$ cat src/rtl/axis_adc_averager_if.sv
// AXI-Stream style handshake bundle used on both sides of the ADC averager.
// The master drives valid/data and samples ready; the slave does the reverse.
interface axis_adc_averager_if;
  logic        tvalid;
  logic        tready;
  logic [31:0] tdata;

  modport master (output tvalid, output tdata, input tready);
  modport slave  (input tvalid, input tdata, output tready);
endinterface

$ cat src/rtl/axis_adc_averager.sv
// Two-channel block averager for a packed ADC sample stream.
// Each input beat carries {chan_b, chan_a} as signed 16-bit samples. While
// 'run' is high, 2^AVG_LOG2 valid beats are summed per channel and the floor
// of the mean is emitted as a single output beat {avg_b, avg_a}.
// The upstream stage cannot be stalled, so a result arriving while the output
// slot is still held is dropped and counted in overflow_cnt.
// Optional feature: define AXIS_ADC_AVERAGER_ROUND_EN to round half up
// instead of truncating toward minus infinity.
module axis_adc_averager #(
  parameter int AVG_LOG2 = 4
) (
  input  logic                      aclk,
  input  logic                      areset,
  input  logic                      run,
  axis_adc_averager_if.slave        s_axis,
  axis_adc_averager_if.master       m_axis,
  output logic [15:0]               overflow_cnt
);

  localparam int N_SAMPLES = 1 << AVG_LOG2;
  // 16 + AVG_LOG2 bits hold the sum of 2^AVG_LOG2 signed 16-bit samples,
  // plus the rounding bias, without wrapping.
  localparam int ACC_W = 16 + AVG_LOG2;
  localparam int CNT_W = (AVG_LOG2 > 0) ? AVG_LOG2 : 1;
  localparam logic [CNT_W-1:0] LAST_CNT = CNT_W'(N_SAMPLES - 1);

`ifdef AXIS_ADC_AVERAGER_ROUND_EN
  localparam logic signed [ACC_W-1:0] ROUND_BIAS = ACC_W'((1 << AVG_LOG2) >> 1);
`else
  localparam logic signed [ACC_W-1:0] ROUND_BIAS = '0;
`endif

  typedef enum logic {
    IDLE  = 1'b0,
    ACCUM = 1'b1
  } state_t;

  state_t                    state;
  state_t                    state_next;

  logic signed [15:0]        samp_a;
  logic signed [15:0]        samp_b;
  logic signed [ACC_W-1:0]   acc_a;
  logic signed [ACC_W-1:0]   acc_b;
  logic signed [ACC_W-1:0]   sum_a;
  logic signed [ACC_W-1:0]   sum_b;
  logic signed [ACC_W-1:0]   rnd_a;
  logic signed [ACC_W-1:0]   rnd_b;
  logic [CNT_W-1:0]          cnt;
  logic [31:0]               result;

  logic                      accept;
  logic                      result_fire;
  logic                      load_out;
  logic                      drop_out;

  assign s_axis.tready = 1'b1;

  assign samp_a = s_axis.tdata[15:0];
  assign samp_b = s_axis.tdata[31:16];

  assign sum_a  = acc_a + ACC_W'(samp_a);
  assign sum_b  = acc_b + ACC_W'(samp_b);
  assign rnd_a  = sum_a + ROUND_BIAS;
  assign rnd_b  = sum_b + ROUND_BIAS;

  assign result = {16'(rnd_b >>> AVG_LOG2), 16'(rnd_a >>> AVG_LOG2)};

  // State register: run is sampled at each edge, reset parks the block idle.
  always_ff @(posedge aclk or posedge areset) begin
    if (areset) begin
      state <= IDLE;
    end else begin
      state <= state_next;
    end
  end

  // Next state and per-edge control: which samples count, when a block
  // completes, and whether its result can take the output slot.
  always_comb begin
    state_next  = state;
    accept      = 1'b0;
    result_fire = 1'b0;
    load_out    = 1'b0;
    drop_out    = 1'b0;

    case (state)
      IDLE: begin
        if (run) begin
          state_next = ACCUM;
        end
      end
      ACCUM: begin
        if (!run) begin
          state_next = IDLE;
        end
        accept = s_axis.tvalid;
      end
      default: begin
        state_next = IDLE;
      end
    endcase

    result_fire = accept && (cnt == LAST_CNT);
    load_out    = result_fire && (!m_axis.tvalid || m_axis.tready);
    drop_out    = result_fire && m_axis.tvalid && !m_axis.tready;
  end

  // Accumulators and sample counter: cleared while idle and after each
  // completed block so every result covers exactly one fresh block.
  always_ff @(posedge aclk or posedge areset) begin
    if (areset) begin
      acc_a <= '0;
      acc_b <= '0;
      cnt   <= '0;
    end else if (state == IDLE) begin
      acc_a <= '0;
      acc_b <= '0;
      cnt   <= '0;
    end else if (accept) begin
      if (cnt == LAST_CNT) begin
        acc_a <= '0;
        acc_b <= '0;
        cnt   <= '0;
      end else begin
        acc_a <= sum_a;
        acc_b <= sum_b;
        cnt   <= cnt + CNT_W'(1);
      end
    end
  end

  // Single-entry output slot: a new result replaces an empty or departing
  // beat; otherwise the held beat stays frozen until the consumer takes it.
  always_ff @(posedge aclk or posedge areset) begin
    if (areset) begin
      m_axis.tvalid <= 1'b0;
      m_axis.tdata  <= '0;
    end else if (load_out) begin
      m_axis.tvalid <= 1'b1;
      m_axis.tdata  <= result;
    end else if (m_axis.tready) begin
      m_axis.tvalid <= 1'b0;
    end
  end

  // Dropped-result counter, sticking at its maximum rather than wrapping.
  always_ff @(posedge aclk or posedge areset) begin
    if (areset) begin
      overflow_cnt <= '0;
    end else if (drop_out && (overflow_cnt != 16'hFFFF)) begin
      overflow_cnt <= overflow_cnt + 16'd1;
    end
  end

endmodule

$ cat src/flat_wrapper.sv
// flat-port wrapper written by rule: the top's interface ports become plain ports
module axis_adc_averager_flat 
#(
  parameter int AVG_LOG2 = 4
)
  (aclk, areset, run, overflow_cnt, s_axis_tvalid, s_axis_tdata, s_axis_tready, m_axis_tvalid, m_axis_tdata, m_axis_tready);
  axis_adc_averager_if s_axis_i ();
  axis_adc_averager_if m_axis_i ();
  input  logic aclk;
  input  logic areset;
  input  logic run;
  output logic [15:0] overflow_cnt;
  input wire logic [$bits(s_axis_i.tvalid)-1:0] s_axis_tvalid;
  input wire logic [$bits(s_axis_i.tdata)-1:0] s_axis_tdata;
  output wire logic [$bits(s_axis_i.tready)-1:0] s_axis_tready;
  output wire logic [$bits(m_axis_i.tvalid)-1:0] m_axis_tvalid;
  output wire logic [$bits(m_axis_i.tdata)-1:0] m_axis_tdata;
  input wire logic [$bits(m_axis_i.tready)-1:0] m_axis_tready;
  assign s_axis_i.tvalid = s_axis_tvalid;
  assign s_axis_i.tdata = s_axis_tdata;
  assign s_axis_tready = s_axis_i.tready;
  assign m_axis_tvalid = m_axis_i.tvalid;
  assign m_axis_tdata = m_axis_i.tdata;
  assign m_axis_i.tready = m_axis_tready;
  axis_adc_averager #(.AVG_LOG2(AVG_LOG2)) u_core (.aclk(aclk), .areset(areset), .run(run), .s_axis(s_axis_i), .m_axis(m_axis_i), .overflow_cnt(overflow_cnt));
endmodule
$ cat config.mk
export PLATFORM = sky130hd
export DESIGN_NAME = axis_adc_averager_flat
export DESIGN_NICKNAME = d
export VERILOG_FILES = /design/src/rtl/axis_adc_averager_if.sv /design/src/rtl/axis_adc_averager.sv /design/src/flat_wrapper.sv
export SDC_FILE = /design/constraint.sdc
export NUM_CORES = 1
export LEC_CHECK = 0
export CAP_MARGIN = 25
export CORE_ASPECT_RATIO = 0.75
export CORE_MARGIN = 3
export CORE_UTILIZATION = 30
export CTS_CLUSTER_DIAMETER = 80
export DETAILED_ROUTE_END_ITERATION = 10
export PLACE_DENSITY = 0.53
export SLEW_MARGIN = 20
export SYNTH_ARGS = -nofsm -noshare
export SYNTH_HDL_FRONTEND = slang
export SYNTH_SLANG_ARGS = --single-unit
$ cat constraint.sdc
create_clock -name aclk -period 6.3 [get_ports aclk]
set_input_delay 0.945 -clock aclk [delete_from_list [all_inputs] [get_ports aclk]]
set_output_delay 0.945 -clock aclk [all_outputs]
set_load 0.05 [all_outputs]
==> impl_metrics.yaml <==
placed_design:
  portBuffers: 85
  gp_congestion: 0.867
  dpl_cell_area_um2: 6650
  dp_hpwl_um: 9870
pwr:
  vdd_drop_max_uv: 113
  power.density_nw_per_um2: 257
  cellLeakagePower_nw: 3.18
clocking:
  cts_buffers: 9
  cts_root_buf: "clkbuf_16"
  cts_tree: "done"
  ctsHoldBuffers: 0
  insertion_delay_ns: 0.35
  htreeDepth: 3
  clk_pin_slew_ns: 0.06
  cts_resized: 0
  clkSinkCount: 94
  postCtsSetupBuffers: 0
  clk_path_buf_depth: 2
setup_path:
  critPathKind: "primary input to flop"
  required_ns: 6.53
  critPathMaxFanout: 4
  worstReg2RegEnd: "u_core.m_axis.tdata[10]"
  rr_startpoint: "u_core.acc_a[0]"
  cp-start-kind: "primary input"
  rrSetupSlack_ns: 3.57
  critical_path_arrival_ns: 3.70
  r2r_cells: 11
  end_kind: "flop"
logic_synthesis:
  synth_nets: 649
  synth_edf_count: 0
  yosysSeqAreaShare_pct: 42.5
  synth-seq-cells: 94
  netlist.area_leader.share_pct: 42.5
  synth_cell_type_count: 58
  async_flop_share_pct: 100
  synth_area_per_cell_um2: 9.70
  synthCells: 570
  synth-warning-count: 0
  synth_area_leader_cell: "dfrtp_1"
  synth_top_flop_cell: "dfrtp_1"
  netlist_area_um2: 5530
  synth_area_leaders: "dfrtp_1, ha_1, nand2_1"
floorplanning:
  die_h_um: 124
  rows: 42
  top_level_ports: 87
  initial_utilization_pct: 30.9
  die_w_um: 163
  dieArea_um2: 20100
  core_um2: 17900
global_routing:
  grt_usage_pct: 14.6
  grt_max_degree: 49
  antenna_found_initial: 0
  grt_pass1_wl_um: 23300
  grt_pass1_vias: 4418
  grt_overflow_total: 0
run:
  cap_violations: 0
finish:
  nNetsFinal: 731
  drive_above_1_share_pct: 7.46
  fin_area_um2: 6990
  final_cell_mix: "nand2_1, dfrtp_1, clkdlybuf4s50_1, ha_1, xnor2_1"
  final_common_cell: "nand2_1"
  final_core_util_pct: 39.1
  n_antenna_cell: 0
  fillers: 1786
  area_growth_pct: 26.5
hold_path:
  hold_path_end: "u_core.m_axis.tdata[2]"
  hold_depth: 2
  worstHoldStart: "u_core.m_axis.tdata[2]"
  hold_path_class: "flop to flop"
sta:
  period_minus_slack_ns: 3.47
  rsz0062_at_grt: "no"
  fmax_mhz: 288
  final.setup.tns_ns: 0
  finalSetupViolCount: 0
  final_max_slew_viol_count: 0
  fin_crit_sh_pct: 55.1
  hold_viol_final: 0
  skew_ns: 0.0100
  maxSlewHeadroom_pct: 39.1
  worstMarginPinSlew_ns: 0.911
detailed_routing:
  drt-initial-drc-count: 209
  antenna_left: 0
  wirelength_um: 14000
  drt-wirelength-per-cell_um: 15.6
  vias: 4442
  drc: 0
  drt_pass1_iterations: 4
  viasPerCell: 4.94
status:
  status: "finished clean"
[per-layer routing]
| metal | vias to the layer above | part of all wire (%) | GRT usage, % |
|---|---|---|---|
| met5 | - | 0 | 0 |
| met4 | 0 | 1.4 | 3.70 |
| met3 | 17 | 4.8 | 3.46 |
| met2 | 111 | 41 | 21.3 |
| met1 | 2132 | 53 | 21.7 |
| li1 | 2182 | - | - |
[where the power goes]
| part | leakage, nW | switching, mW | internal [mW] |
|---|---|---|---|
| Clock | 0.159 | 0.243 | 0.388 |
| Combinational | 1.74 | 0.277 | 0.213 |
| Sequential | 1.28 | 0.0280 | 0.647 |
| Total | 3.18 | 0.548 | 1.25 |
[state kept, by name (all words and copies together) (netlist names)]
signal / cells
u_core.m_axis.tvalid: 1
u_core.acc_a: 20
u_core.m_axis.tdata: 32
u_core.acc_b: 20
u_core.overflow_cnt: 16
u_core.state: 1
u_core.cnt: 4
[metrics by stage]
step	setup WS, ns	hold WS, ns	std cells	total power [mW]
floorplan	2.91	0.453	570	1.05
global placement	2.54	0.464	883	1.16
detailed placement	2.51	0.465	883	1.17
CTS	2.86	0.487	899	1.81
global route	2.71	0.516	899	1.91
finish	2.83	0.478	899	1.79
[final cells by class]
class	instances	area, µm²	area share, %
timing repair buffer	88	873	12.5
multi-input combinational	440	3050	43.6
tap	242	303	4.33
clock inverter	6	110	1.57
sequential	94	2350	33.6
clock buffer	10	229	3.27
inverter	19	73.8	1.06
[Yosys cell counts, types with 3 or more instances]
master    count
nand3_1      14
nor2b_1      11
o21bai_1      4
ha_1         40
and2_1       10
nand4_1       8
nor2_1       21
a31oi_2       3
xor2_1       14
o21ai_1      18
a22o_1       28
o21ai_0      28
nand2_1      99
and3_1        4
o31ai_1       3
mux2_2       10
xnor2_1      32
a31oi_1       4
nor3b_1       3
dfrtp_1      94
clkbuf_1     11
a211oi_1      3
a21o_1        9
a21boi_1      4
nand2b_1      3
mux2i_1       3
buf_2         3
a21oi_1      28
inv_1        18
[worst max path at each step]
| stage | end | start | slack [ns] |
|---|---|---|---|
| floorplan | u_core.acc_a[0] | areset | 2.91 |
| detailed placement | u_core.m_axis.tdata[10] | s_axis_tdata[0] | 2.51 |
| global route | u_core.m_axis.tdata[10] | s_axis_tdata[0] | 2.71 |
| finish | u_core.m_axis.tdata[10] | s_axis_tdata[0] | 2.83 |
| global placement | u_core.m_axis.tdata[10] | s_axis_tdata[0] | 2.54 |
| CTS | u_core.m_axis.tdata[10] | s_axis_tdata[0] | 2.86 |
[worst max-delay path: stages]
cell             delay (ns)
clkdlybuf4s50_1        0.48
ha_1                   0.21
inv_1                  0.07
fa_1                   0.41
nor2b_1                0.13
o21ai_1                0.08
a21o_1                 0.21
a211o_1                0.30
a31oi_2                0.30
a21oi_1                0.13
xnor2_1                0.16
mux2_2                 0.27
[kinds of logic (layout without fill, tap and decap cells)]
kind of cell | Yosys count | after routing | share of synthesized area, %
AND/OR/NAND/NOR | 182 | 182 | 15.2
AO/OA/AOI/OAI | 154 | 154 | 19.4
flip-flops | 94 | 94 | 42.5
XOR/XNOR | 47 | 47 | 7.58
adder cells (fa/ha/maj) | 42 | 42 | 9.78
buffers and inverters | 36 | 123 | 2.58
multiplexers | 14 | 14 | 2.85
other | 1 | 1 | 0.0678
Power figures use the tool's default switching activity.
